===== src/rtl/joy_db15_responder.sv =====
// Device side of a DB15 serial joystick link: emulates the parallel-load
// shift-register chain that an external host loads with JOY_LOAD and clocks out with JOY_CLK.
module joy_db15_responder #(
   parameter int   SYNC_STAGES = 2,
   parameter int   FRAME_BITS  = 32,
   parameter logic IDLE_LEVEL  = 1'b1
) (
   input  logic        clk,
   input  logic        reset,
   input  logic [15:0] joystick1,
   input  logic [15:0] joystick2,
   input  logic        JOY_CLK,
   input  logic        JOY_LOAD,
   output logic        JOY_DATA,
   output logic        frame_done,
   output logic        overrun,
   output logic [5:0]  bit_cnt
);

   typedef enum logic [1:0] {
      ST_IDLE,
      ST_LOAD,
      ST_SHIFT,
      ST_DONE
   } state_t;

   // Bits above the frame length behave like the chain's serial-in, tied high.
   localparam logic [31:0] FRAME_MASK = 32'hFFFF_FFFF >> (32 - FRAME_BITS);
   localparam logic [5:0]  LAST_BIT   = 6'(FRAME_BITS - 1);
   localparam logic [5:0]  SAT_CNT    = 6'(FRAME_BITS);

   logic [SYNC_STAGES-1:0] clk_sync_reg;
   logic [SYNC_STAGES-1:0] load_sync_reg;
   logic                   clk_prev_reg;
   logic                   load_prev_reg;

   state_t      state_reg, state_next;
   logic [31:0] shreg_reg, shreg_next;
   logic        data_reg, data_next;
   logic [5:0]  cnt_reg, cnt_next;
   logic        done_reg, done_next;
   logic        ovr_reg, ovr_next;

   logic        clk_s, load_s;
   logic        clk_rise, load_rise, load_low;
   logic [31:0] load_word;

   // Synchronizers idle high so that reset never looks like a host edge.
   always_ff @(posedge clk or posedge reset) begin
      if (reset) begin
         clk_sync_reg  <= '1;
         load_sync_reg <= '1;
         clk_prev_reg  <= 1'b1;
         load_prev_reg <= 1'b1;
      end else begin
         clk_sync_reg  <= {clk_sync_reg[SYNC_STAGES-2:0], JOY_CLK};
         load_sync_reg <= {load_sync_reg[SYNC_STAGES-2:0], JOY_LOAD};
         clk_prev_reg  <= clk_s;
         load_prev_reg <= load_s;
      end
   end

   assign clk_s     = clk_sync_reg[SYNC_STAGES-1];
   assign load_s    = load_sync_reg[SYNC_STAGES-1];
   assign clk_rise  = clk_s & ~clk_prev_reg;
   assign load_rise = load_s & ~load_prev_reg;
   assign load_low  = ~load_s;
   assign load_word = ~{joystick2, joystick1} | ~FRAME_MASK;

   always_ff @(posedge clk or posedge reset) begin
      if (reset) begin
         state_reg <= ST_IDLE;
         shreg_reg <= '1;
         data_reg  <= IDLE_LEVEL;
         cnt_reg   <= '0;
         done_reg  <= 1'b0;
         ovr_reg   <= 1'b0;
      end else begin
         state_reg <= state_next;
         shreg_reg <= shreg_next;
         data_reg  <= data_next;
         cnt_reg   <= cnt_next;
         done_reg  <= done_next;
         ovr_reg   <= ovr_next;
      end
   end

   always_comb begin
      state_next = state_reg;
      shreg_next = shreg_reg;
      data_next  = data_reg;
      cnt_next   = cnt_reg;
      done_next  = 1'b0;
      ovr_next   = ovr_reg;
      case (state_reg)
         ST_IDLE: begin
            data_next = IDLE_LEVEL;
            if (load_low) state_next = ST_LOAD;
         end
         ST_LOAD: begin
            // Parallel load is transparent: bit 0 follows the inputs while LOAD is held.
            shreg_next = load_word;
            data_next  = load_word[0];
            cnt_next   = '0;
            ovr_next   = 1'b0;
            if (load_rise) state_next = ST_SHIFT;
         end
         ST_SHIFT: begin
            if (load_low) begin
               state_next = ST_LOAD;
            end else if (clk_rise) begin
               if (cnt_reg == LAST_BIT) begin
                  done_next  = 1'b1;
                  data_next  = IDLE_LEVEL;
                  cnt_next   = SAT_CNT;
                  shreg_next = '1;
                  state_next = ST_DONE;
               end else begin
                  shreg_next = {1'b1, shreg_reg[31:1]};
                  data_next  = shreg_reg[1];
                  cnt_next   = cnt_reg + 6'd1;
               end
            end
         end
         ST_DONE: begin
            data_next = IDLE_LEVEL;
            if (load_low) state_next = ST_LOAD;
            else if (clk_rise) ovr_next = 1'b1;
         end
         default: state_next = ST_IDLE;
      endcase
   end

   assign JOY_DATA   = data_reg;
   assign frame_done = done_reg;
   assign overrun    = ovr_reg;
   assign bit_cnt    = cnt_reg;

endmodule


===== config.mk =====
export PLATFORM = sky130hd
export DESIGN_NAME = joy_db15_responder
export DESIGN_NICKNAME = d
export VERILOG_FILES = /design/src/rtl/joy_db15_responder.sv
export SDC_FILE = /design/constraint.sdc
export NUM_CORES = 1
export LEC_CHECK = 0
export BUFFER_PORTS_ARGS = -buffer_cell sky130_fd_sc_hd__buf_2
export CORE_AREA = 2 2 66 75
export DETAILED_ROUTE_END_ITERATION = 12
export DIE_AREA = 0 0 68 77
export HOLD_SLACK_MARGIN = 0.02
export PLACE_DENSITY = 0.74
export SETUP_SLACK_MARGIN = 0.1
export SLEW_MARGIN = 20
export SYNTH_ARGS = -nofsm -noshare
export SYNTH_HDL_FRONTEND = slang
export SYNTH_SLANG_ARGS = --single-unit

===== constraint.sdc =====
create_clock -name clk -period 2.05 [get_ports clk]
set_input_delay 0.41 -clock clk [delete_from_list [all_inputs] [get_ports clk]]
set_output_delay 0.41 -clock clk [all_outputs]
set_load 0.01 [all_outputs]

==> impl_metrics.env <==
export IMPL_status="finished, final reports clean"
export IMPL_synth_edf_count=0
export IMPL_htreeDepth=2
export IMPL_path_clk_slew_ns=0.09
export IMPL_clock_path_buffers=2
export IMPL_max_slew_margin_pct=61.82
export IMPL_post_synth_num_cell_types=33
export IMPL_place_ws_ns=0.2360
export IMPL_ys_flop_type="dfstp_2"
export IMPL_maxCapViolCount=0
export IMPL_layout_common_cells="buf_2, dfstp_2, nand2_1, o221a_1, dfrtp_1"
export IMPL_crit_path_start_kind="flip-flop"
export IMPL_cts_tree="yes"
export IMPL_critical_path_class="flip-flop to flip-flop"
export IMPL_antennaDiodeCount=0
export IMPL_dieArea_mm2=0.005236
export IMPL_clock_skew_ns=0.007362
export IMPL_p_leak_uw=0.001075
export IMPL_finalWorstSetupSlack_ns=0.2728
export IMPL_async_reset_ff_share_pct=100.0
export IMPL_grt_pass1_wl_um=7217
export IMPL_cts_made_buffers=5
export IMPL_insertion_delay_ns=0.30
export IMPL_required_ns=2.29
export IMPL_grt_max_degree=49
export IMPL_rrSetupSlack_ns=0.27
export IMPL_end_kind="flip-flop"
export IMPL_cp_max_fo=31
export IMPL_routedWlPerCell_um=14.52
export IMPL_io_pin_count=45
export IMPL_slew_viol_final=0
export IMPL_vias=1553
export IMPL_fillers=385
export IMPL_drt_total_wl_um=4110
export IMPL_route_detailed_drc=0
export IMPL_rsz0062_at_grt="no"
export IMPL_num_rows=26
export IMPL_avgViaCountPerCell=5.488
export IMPL_drtIter0Drc=139
export IMPL_nets=266
export IMPL_cts_sinks=48
export IMPL_hold_viol=0
export IMPL_setup_tns_final_ns=0
export IMPL_final_common_cell="buf_2"
export IMPL_finalCriticalPeriod_ns=1.777
export IMPL_power_density_mw_per_mm2=1465
export IMPL_stdcell_area_mm2=0.002531
export IMPL_ys_seq_elements=48
export IMPL_holdCritPathClass="input port to flip-flop"
export IMPL_antenna_found_initial=0
export IMPL_root_buffer="clkbuf_8"
export IMPL_grt_pass1_vias=1578
export IMPL_ys_seq_area_share_pct=57.55
export IMPL_area_delta_synth_final_pct=16.67
export IMPL_whs_ns=0.2048
export IMPL_netlist_instances=182
export IMPL_critPathArrivalTime_ns=2.02
export IMPL_first_pass_iters=4
export IMPL_overflow=0
export IMPL_fp_dieH_um=77
export IMPL_place_area_mm2=0.002436
export IMPL_die_x_um=68
export IMPL_synthesis_area_mm2=0.002170
export IMPL_coreArea_mm2=0.004489
export IMPL_synth_area_per_cell_um2=11.92
export IMPL_ir_drop_mv=0.6900
export IMPL_io_buffers=44
export IMPL_start_util_pct=48.33
export IMPL_period_share_pct=86.69
export IMPL_ant_nets=0
export IMPL_post_cts_buffers=0
export IMPL_power_uw=3708
export IMPL_drive_gt1_share_pct=45.37
export IMPL_ys_warnings_count=0
export IMPL_dp_hpwl_um=2826
export IMPL_grt_total_usage_pct=18.23
export IMPL_synth_fp_nets=222
export IMPL_largest_register_ffs=31
export IMPL_fmax_mhz=562.7
export IMPL_worstMarginPinSlew_ns=0.5727
export IMPL_gp_congestion=0.8427
export IMPL_setup_viol=0
-- cell families (layout without fill, tap and decap cells) --
group           count (synthesis)  count (layout)  share of synthesized area, %
compound gates                 47              47                         20.24
xor+xnor                        2               2                        0.8075
fa+ha+maj                       4               4                         2.307
buf+inv                        16              61                         4.036
flops                          48              48                         57.55
mux                             2               2                        0.9804
simple gates                   63              63                         14.07
-- synthesized netlist by cell type (2+ instances only) --
| master | count | area (um^2) |
|---|---|---|
| dfstp_2 | 38 | 998.5 |
| nor2_1 | 8 | 30.03 |
| buf_6 | 3 | 33.78 |
| inv_1 | 4 | 15.01 |
| nor3_1 | 6 | 30.03 |
| o21ai_0 | 2 | 10.01 |
| xor2_1 | 2 | 17.52 |
| nand4_1 | 2 | 12.51 |
| dfrtp_1 | 10 | 250.2 |
| nand2_1 | 35 | 131.4 |
| nand3_1 | 4 | 20.02 |
| o21ai_1 | 2 | 10.01 |
| o221a_1 | 30 | 337.8 |
| ha_1 | 4 | 50.05 |
| a21oi_1 | 9 | 45.04 |
| clkbuf_1 | 6 | 22.52 |
-- critical path, stage by stage (launching register included) --
cell and delay [ns]:
dfrtp_1 0.46, ha_1 0.26, or3b_4 0.45, nand2_4 0.28
o221a_1 0.25
-- timing repair --
action                                  4_1_cts  5_1_grt
hold buffers                                  0        0
resized for setup                             0        1
endpoints found under the setup margin        0       19
-- routing by layer --
layer / share of wire, % / GRT usage [%]
met5: 0 / 0
met4: 1.6 / 6.600
met3: 4.7 / 4.839
met2: 48 / 27.86
met1: 46 / 24.59
-- area by class of cell --
type | instances | area (um^2) | area share, %
Timing Repair Buffer | 48 | 262.8 | 10.38
Multi-Input combinational cell | 118 | 837.1 | 33.07
Sequential cell | 48 | 1249 | 49.33
Inverter | 5 | 18.77 | 0.7415
Clock inverter | 1 | 7.507 | 0.2966
Clock buffer | 7 | 86.33 | 3.411
Tap cell | 56 | 70.07 | 2.768
-- final timing paths --
path	startpoint	to	cells after the start
min in group asynchronous	reset	bit_cnt[4]	3
max in group asynchronous	reset	load_sync_reg[0]	3
setup reg to reg	bit_cnt[0]	shreg_reg[21]	4
hold reg to reg	load_sync_reg[0]	load_sync_reg[1]	0
hold / removal	JOY_CLK	clk_sync_reg[0]	1
setup / recovery	bit_cnt[0]	shreg_reg[21]	4
-- power by group --
part           switching, uW  internal (uW)  total [uW]
clock                    307            274         582
combinational            680            678        1360
sequential               228           1540        1770
-- stage by stage --
step | std cells | util [%]
floorplan | 182 | -
global placement | 275 | 54.26
detailed placement | 275 | 54.26
CTS | 283 | 56.35
global route | 283 | 56.38
finish | 283 | 56.38
No activity file was read; power rests on OpenSTA's default activity.
